<file path="config.mk">
export PLATFORM = sky130hd
export DESIGN_NAME = tx_mac_arbiter
export DESIGN_NICKNAME = d
export VERILOG_FILES = /design/src/rtl/tx_mac_arbiter.sv
export SDC_FILE = /design/constraint.sdc
export NUM_CORES = 1
export LEC_CHECK = 0
export CELL_PAD_IN_SITES_DETAIL_PLACEMENT = 1
export CELL_PAD_IN_SITES_GLOBAL_PLACEMENT = 2
export CORE_AREA = 2 2 65 67
export CTS_CLUSTER_SIZE = 10
export DETAILED_ROUTE_END_ITERATION = 10
export DIE_AREA = 0 0 67 69
export PLACE_DENSITY_LB_ADDON = 0.1
export SYNTH_ARGS = -nofsm -noshare
export SYNTH_HDL_FRONTEND = slang
export SYNTH_SLANG_ARGS = --single-unit
</file>
<file path="constraint.sdc">
create_clock -name clk -period 3.25 [get_ports clk]
set_clock_uncertainty 0.1 [all_clocks]
set_input_delay 0.65 -clock clk [delete_from_list [all_inputs] [get_ports clk]]
set_output_delay 0.65 -clock clk [all_outputs]
set_load 0.01 [all_outputs]
</file>
<file path="src/rtl/tx_mac_arbiter.sv">
// Two-port AXI-Stream frame arbiter for the TX MAC: whole-frame grants, round-robin ties,
// and a speed-scaled inter-frame gap. Define TX_ARB_STRICT_PRIO_EN for strict port-0 priority.
module tx_mac_arbiter #(
   parameter int DATA_WIDTH = 8,
   parameter int IFG_BYTES  = 12,
   parameter int IFG_CNT_W  = 5
) (
   input  logic                  clk,
   input  logic                  reset_n,
   input  logic                  mii_select,
   input  logic [DATA_WIDTH-1:0] s0_tx_axis_tdata,
   input  logic                  s0_tx_axis_tvalid,
   input  logic                  s0_tx_axis_tlast,
   input  logic                  s0_tx_axis_tkeep,
   input  logic                  s0_tx_axis_tuser,
   output logic                  s0_tx_axis_trdy,
   input  logic [DATA_WIDTH-1:0] s1_tx_axis_tdata,
   input  logic                  s1_tx_axis_tvalid,
   input  logic                  s1_tx_axis_tlast,
   input  logic                  s1_tx_axis_tkeep,
   input  logic                  s1_tx_axis_tuser,
   output logic                  s1_tx_axis_trdy,
   output logic [DATA_WIDTH-1:0] m_tx_axis_tdata,
   output logic                  m_tx_axis_tvalid,
   output logic                  m_tx_axis_tlast,
   output logic                  m_tx_axis_tkeep,
   output logic                  m_tx_axis_tuser,
   input  logic                  m_tx_axis_trdy,
   output logic [1:0]            grant,
   output logic                  busy,
   output logic [1:0]            dbg_state_o
);

   // Handshake: a beat moves when tvalid and trdy are both high at a clk edge; the
   // granted source sees the MAC's trdy directly, so stalls hold the source's data.
   typedef enum logic [1:0] {
      ST_IDLE = 2'd0,
      ST_XFER = 2'd1,
      ST_IFG  = 2'd2
   } state_t;

   localparam logic [IFG_CNT_W-1:0] IFG_LOAD = IFG_CNT_W'(IFG_BYTES);
   localparam logic [IFG_CNT_W-1:0] CNT_ONE  = IFG_CNT_W'(1);

   state_t               state_q, state_d;
   logic [1:0]           grant_q, grant_d;
   logic                 rr_q, rr_d;       // port index that wins the next tie
   logic [IFG_CNT_W-1:0] cnt_q, cnt_d;
   logic                 phase_q, phase_d;
   logic                 pick1;
   logic                 g_valid;
   logic                 g_last;
   logic                 frame_end;
   logic                 dec;

   assign g_valid   = (grant_q[0] & s0_tx_axis_tvalid) | (grant_q[1] & s1_tx_axis_tvalid);
   assign g_last    = (grant_q[0] & s0_tx_axis_tlast)  | (grant_q[1] & s1_tx_axis_tlast);
   assign frame_end = (state_q == ST_XFER) & g_valid & g_last & m_tx_axis_trdy;
   // 10/100 mode spends two clocks per byte time: decrement on the second phase only.
   assign dec       = ~mii_select | phase_q;

`ifdef TX_ARB_STRICT_PRIO_EN
   assign pick1 = ~s0_tx_axis_tvalid;
`else
   assign pick1 = s1_tx_axis_tvalid & (~s0_tx_axis_tvalid | rr_q);
`endif

   always_ff @(posedge clk) begin
      if (!reset_n) begin
         state_q <= ST_IDLE;
         grant_q <= 2'b00;
         rr_q    <= 1'b0;
         cnt_q   <= '0;
         phase_q <= 1'b0;
      end else begin
         state_q <= state_d;
         grant_q <= grant_d;
         rr_q    <= rr_d;
         cnt_q   <= cnt_d;
         phase_q <= phase_d;
      end
   end

   always_comb begin
      state_d = state_q;
      grant_d = grant_q;
      rr_d    = rr_q;
      cnt_d   = cnt_q;
      phase_d = phase_q;
      case (state_q)
         ST_IDLE: begin
            if (s0_tx_axis_tvalid || s1_tx_axis_tvalid) begin
               grant_d = pick1 ? 2'b10 : 2'b01;
               state_d = ST_XFER;
            end
         end
         ST_XFER: begin
            if (frame_end) begin
               rr_d    = grant_q[0];
               grant_d = 2'b00;
               phase_d = 1'b0;
               if (IFG_BYTES == 0) begin
                  state_d = ST_IDLE;
               end else begin
                  state_d = ST_IFG;
                  cnt_d   = IFG_LOAD;
               end
            end
         end
         ST_IFG: begin
            phase_d = mii_select ? ~phase_q : 1'b0;
            if (dec) begin
               cnt_d = cnt_q - CNT_ONE;
               if (cnt_q == CNT_ONE) state_d = ST_IDLE;
            end
         end
         default: begin
            state_d = ST_IDLE;
            grant_d = 2'b00;
         end
      endcase
   end

   always_comb begin
      m_tx_axis_tdata  = '0;
      m_tx_axis_tvalid = 1'b0;
      m_tx_axis_tlast  = 1'b0;
      m_tx_axis_tkeep  = 1'b0;
      m_tx_axis_tuser  = 1'b0;
      s0_tx_axis_trdy  = 1'b0;
      s1_tx_axis_trdy  = 1'b0;
      if (state_q == ST_XFER) begin
         if (grant_q[0]) begin
            m_tx_axis_tdata  = s0_tx_axis_tdata;
            m_tx_axis_tvalid = s0_tx_axis_tvalid;
            m_tx_axis_tlast  = s0_tx_axis_tlast;
            m_tx_axis_tkeep  = s0_tx_axis_tkeep;
            m_tx_axis_tuser  = s0_tx_axis_tuser;
            s0_tx_axis_trdy  = m_tx_axis_trdy;
         end else if (grant_q[1]) begin
            m_tx_axis_tdata  = s1_tx_axis_tdata;
            m_tx_axis_tvalid = s1_tx_axis_tvalid;
            m_tx_axis_tlast  = s1_tx_axis_tlast;
            m_tx_axis_tkeep  = s1_tx_axis_tkeep;
            m_tx_axis_tuser  = s1_tx_axis_tuser;
            s1_tx_axis_trdy  = m_tx_axis_trdy;
         end
      end
      grant       = grant_q;
      busy        = (state_q != ST_IDLE);
      dbg_state_o = state_q;
   end

endmodule

</file>
Yosys cells after proc, flatten, opt, wreduce, memory -nomap -nowiden
Index checks and enable logic that the tools add are counted.
{"block": "totals", "inputBits": 28, "ff_bits": 11, "word_cells": 73, "output_inout_bits": 19}
{"block": "op_classes", "n_reduce_logical": 9, "n_eq_ne": 7, "bitwise_logic": 16, "add_sub_neg": 1, "muxes": 35}
{"cell": "2-to-1 mux 8 bit", "count": 3}
{"cell": "2-to-1 mux 1 bit", "count": 19}
{"cell": "2-to-1 mux 2 bit", "count": 7}
{"cell": "one-hot mux 2 bit (3 select lines)", "count": 2}
{"cell": "2-to-1 mux 5 bit", "count": 2}
{"cell": "one-hot mux 5 bit (2 select lines)", "count": 1}
{"cell": "AND 1 bit", "count": 8}
{"cell": "inequality test 2 bit, second input constant", "count": 4}
{"cell": "AND reduction 3 bit", "count": 2}
{"cell": "equality test 5 x 1 -> 1 bit, second input constant", "count": 1}
{"cell": "subtractor 5 x 1 -> 5 bit, second input constant", "count": 1}
{"cell": "NOT 1 bit", "count": 4}
{"cell": "OR 1 bit", "count": 4}
{"cell": "AND reduction 2 bit", "count": 2}
{"cell": "AND reduction 4 bit", "count": 1}
{"cell": "nonzero test 2 bit", "count": 2}
{"cell": "equality test 2 x 1 -> 1 bit, second input constant", "count": 1}
{"cell": "equality test 2 bit, second input constant", "count": 1}
{"cell": "logical NOT 2 bit", "count": 1}
{"cell": "one-hot mux 1 bit (2 select lines)", "count": 1}
{"cell": "logical OR 1 bit", "count": 1}

Longest topological paths before layout
Gate-level depths: netlist of the first run.
{"block": "logic_depth", "ltp_word": 7, "depth_mapped": 5, "depth_no_buf": 5}

Worst setup path before layout of the first run
OpenSTA, ideal clock, no wires.
{"block": "synth_timing", "kind": "reg-to-output", "start": "register grant_q[0], in the netlist grant[0]", "end": "output m_tx_axis_tdata[0]", "path_buffers": 2, "setup_slack_ns": 1.379, "arrival_time_ns": 1.121, "required_ns": 2.500, "stages_incl_launch_ff": 6, "cell_sequence": "dfxtp_1 -> buf_4 -> nor2b_1 -> buf_2 -> a22oi_1 -> nor2_1"}
{"block": "synth_between", "elab_chain_len": 2}
{"item": "from (decl)", "line": "46", "rtl": "logic [1:0] grant_q, grant_d;"}
{"item": "from (signal assigned)", "line": "77", "rtl": "grant_q <= grant_d;"}
{"item": "2-to-1 mux 8 bit", "line": "133", "rtl": "if (grant_q[0]) begin"}
{"item": "2-to-1 mux 8 bit", "line": "132", "rtl": "if (state_q == ST_XFER) begin"}
{"item": "to (decl)", "line": "23", "rtl": "output logic [DATA_WIDTH-1:0] m_tx_axis_tdata,"}
No other way between the ends.

Worst setup path after layout of the first run
{"block": "layout_timing", "start": "input s0_tx_axis_tvalid", "end": "output m_tx_axis_tvalid"}
{"block": "layout_between", "elab_chain_len": 2}
{"item": "from (decl)", "line": "12", "rtl": "input logic s0_tx_axis_tvalid,"}
{"item": "2-to-1 mux 1 bit", "line": "133"}
{"item": "2-to-1 mux 1 bit", "line": "132"}
{"item": "to (decl)", "line": "24", "rtl": "output logic m_tx_axis_tvalid,"}
No other way between the ends.

==> out/summary.md, run 1 <==
For the detailed-route DRC error count, the log shows 0. The run gives 2 as the largest buffer count on any clock path. The period utilization came out at 85.1%.

The final layout contains 176 nets. Traced cell by cell, the critical path runs through clkdlybuf4s50_1 -> a22oi_1 -> nor2_1 -> clkdlybuf4s50_1. The post-route netlist has 8.28% of its cells at a drive strength greater than 1. Count of vias placed by the detailed router: 893. The tools report the terminus of the critical flop-to-flop path as cnt_q[4]. The die span in x is 67 um.

In this run, post-CTS repair resized a total of 0 instances. The number of global-route vias before repair came out at 933. Summed over all instances, the cell type with the most area after synthesis is dfxtp_1.

Subtracting the final worst setup slack from the clock period gives 2.77 ns. Across every metal layer, demand over resource in global routing totals 12.7%. Setup repair after global routing left no endpoint under its margin. The leakage dissipation is 0.490 nW, and the power per standard cell area is 297 nW/um2. For this design, the slowest cell found on the critical path is clkdlybuf4s50_1.

The global-route wire length before repair is 4620 um. The tool flagged a number of max-cap violations equal to 0. On the critical path the largest part of the delay comes from buffers and inverters. The cell that appears most often on the critical path is clkdlybuf4s50_1. Endpoint class of the critical path: an output pin.

The initial antenna violation count came out at 0. The unique cell type count in the Yosys netlist came out at 33. Data on the critical path is required at its endpoint by 2.50 ns. Category of the critical setup timing path: in -> out. The final setup violation count is 0, and the placeable core region is 3910 um2.

Of all nets on the critical path, the largest fanout is 6. Data on the critical path arrives at its endpoint at 2.02 ns. The number of nets with antenna violations after routing came out at 0. 0 antenna diodes ended up in the layout. The count of buffers added on input and output ports is 46. The total buffers and inverters traversed by the critical path was 2; the final cell utilization of the core was 33.7%. Across all register-to-register paths, the minimum setup slack is 1.62 ns.

The flop and latch count out of synthesis is 11. Worst-case hold path end point: rr_q. The cell count after synthesis came out at 99. After routing, the total negative slack on setup checks comes to 0 ns.

Routability-driven placement finished with a final weighted congestion of 0.696. The number of instances on the worst hold path was 2. Summed over all nets, the half-perimeter wirelength after detailed placement is 2220 um. The tree built by TritonCTS fans out to 11 sinks.

The worst hold path begins at rr_q. The number of cells on the worst reg-to-reg path is 4. The number of buffers inserted during clock tree synthesis was 3. The first TritonRoute pass finished after 3 iterations. The run gives 34 as the count of routing violations after the opening detailed-route iteration.

The post-synthesis to final-layout area growth was 72.2%. The total congestion overflow was 0; the count of flip-flops with a built-in enable after synthesis was 0. The root buffer cell chosen for the clock tree is clkbuf_8.

The logs give 19.6% for the initial standard-cell utilization of the core and 23 for the site row count. IR analysis of the VDD net gives a maximum drop of 0.269 mV. The count of final hold-check violations was 0.

The die height was 69 um; the synthesis warning total was 0. Each instance of the synthesized netlist takes up on average 7.73 um2. The share of flip-flops with an asynchronous set or reset works out to 0%. The area of all placed cells without fillers came out at 1320 um2. The tools report the reg-to-reg startpoint as dbg_state_o[1].

The run finished with clean final reports. The clock insertion delay at the later pin of the skew report was 0.23 ns; the depth of the CTS H-tree was 1. The worst setup path is launched from a primary input.

For this run, the leading register cell type out of synthesis is dfxtp_1. The post-synth design cell area was 766 um2; the total wire length after detailed routing was 2810 um. TritonCTS built the clock tree.

The path class of the tightest hold or removal check is reg -> reg. The maximum single-stage delay on the critical path is 0.60 ns. Summing the sequential cell areas from Yosys gives 28.8% of the chip area. In the final routed layout, each cell accounts on average for 14.4 um. The die covers 4620 um2. Entering global routing, the biggest net connects 18 pins. The logs give 0 for the hold buffer count at CTS and 361 MHz for the highest clock rate.

The run gives 0 as the max-slew violation count. Yosys attributes the largest share of cell area to dfxtp_1 (29%), a22oi_1 (12%), nor2_1 (7.8%). The clock input transition at the sequential cells of the worst setup and hold paths works out to 0.05 ns. The worst pin sits at a relative slew slack of 64.4%.

In this run the cell area measured after placement is 1270 um2. The tools report the I/O pin count as 47. The share of the synthesized area in the top cell type was 28.8%; the number of vias per cell was 4.58. The total nets after synthesis is 129, and the post-CTS repair timing setup buffer count is 0. Transition time at the pin with the least slew margin: 0.534 ns.
state kept, by name (all words and copies together) (netlist names):
| register | flops |
|---|---|
| dbg_state_o | 2 |
| cnt_q | 5 |
| grant | 2 |
| rr_q | 1 |
| phase_q | 1 |
cell usage after synthesis (2+ instances only):
library cell,instances
nor2_1,16
a22oi_1,12
dfxtp_1,11
inv_1,6
nand2_1,6
nand3_1,5
a21oi_1,3
nor3_1,3
o21ai_0,3
and3_1,2
and3_2,2
clkbuf_2,2
ha_1,2
mux2i_1,2
nand2b_1,2
nor2b_1,2
nor4b_1,2
xnor2_1,2
xor2_1,2
cell usage in the layout (no fill, tap or decap), types with 3 or more instances in the layout:
master	count
nand3_1	5
dfxtp_1	11
o21ai_0	3
inv_1	6
a21oi_1	3
nand2_1	6
nor3_1	3
a22oi_1	12
clkbuf_8	3
nor2_1	16
clkdlybuf4s50_1	46
final cells by class:
| type | instances | area, um2 |
|---|---|---|
| inverters | 6 | 22.5 |
| fillers | 475 | 2590 |
| flip-flops and latches | 11 | 220 |
| well taps | 50 | 62.6 |
| multi-input cells | 76 | 493 |
| clock buffers | 4 | 45.0 |
| repair buffers | 48 | 475 |
where the power goes:
| part | leakage [nW] | total (mW) | switching (mW) | internal, mW |
|---|---|---|---|---|
| sequential | 0.0893 | 0.143 | 0.00384 | 0.139 |
| clock | 0.0228 | 0.137 | 0.0505 | 0.0861 |
| combinational | 0.378 | 0.112 | 0.0488 | 0.0630 |
| total | 0.490 | 0.391 | 0.103 | 0.288 |
worst max path at each step:
stage / startpoint / end / slack, ns / depth (start not counted)
6_report: s0_tx_axis_tvalid / m_tx_axis_tvalid / 0.48 / 4
5_1_grt: s0_tx_axis_tvalid / m_tx_axis_tvalid / 0.39 / 4
4_1_cts: s0_tx_axis_tvalid / m_tx_axis_tvalid / 0.47 / 4
3_5_place_dp: s0_tx_axis_tvalid / m_tx_axis_tvalid / 0.47 / 4
3_3_place_gp: s0_tx_axis_tvalid / m_tx_axis_tvalid / 0.51 / 4
2_1_floorplan: grant[0] / m_tx_axis_tdata[0] / 1.38 / 5
stage by stage:
stage	cells	setup WS, ns	total power [mW]	hold slack [ns]
final	195	0.483	0.391	0.372
after global routing	195	0.392	0.418	0.389
after CTS	195	0.467	0.400	0.376
after detailed placement	191	0.474	0.259	0.364
after global placement	191	0.507	0.257	0.365
after floorplan	99	1.38	0.191	0.335
kinds of logic after synthesis:
group | after synthesis | share of synthesized area, %
AND/OR/NAND/NOR | 44 | 30.6
adder cells (fa/ha/maj) | 2 | 3.27
AO/OA/AOI/OAI | 24 | 23.4
XOR/XNOR | 4 | 4.58
multiplexers | 2 | 2.61
flip-flops | 11 | 28.8
buffers and inverters | 12 | 6.86
metal layers:
metal	track usage (%)	up-vias	routed length, um
li1	-	447	-
met1	15.8	420	1210
met2	21.9	24	1400
met3	2.77	2	190
met4	2.72	0	10
met5	0	-	0
tightest hold or removal path: cells and delay by family (launching register included):
kind	cells	cell delay [ns]
flops	1	0.31
mux	1	0.06
simple gates	1	0.05
No activity file was read; power rests on OpenSTA's default activity.
==> run 2: changes to the inputs <==
CAP_MARGIN = 20   (was not set)
TNS_END_PERCENT = 10   (was not set)
==> results of run 2 <==
Same layout as run 1: the final DEF is identical, and so are final timing and power.
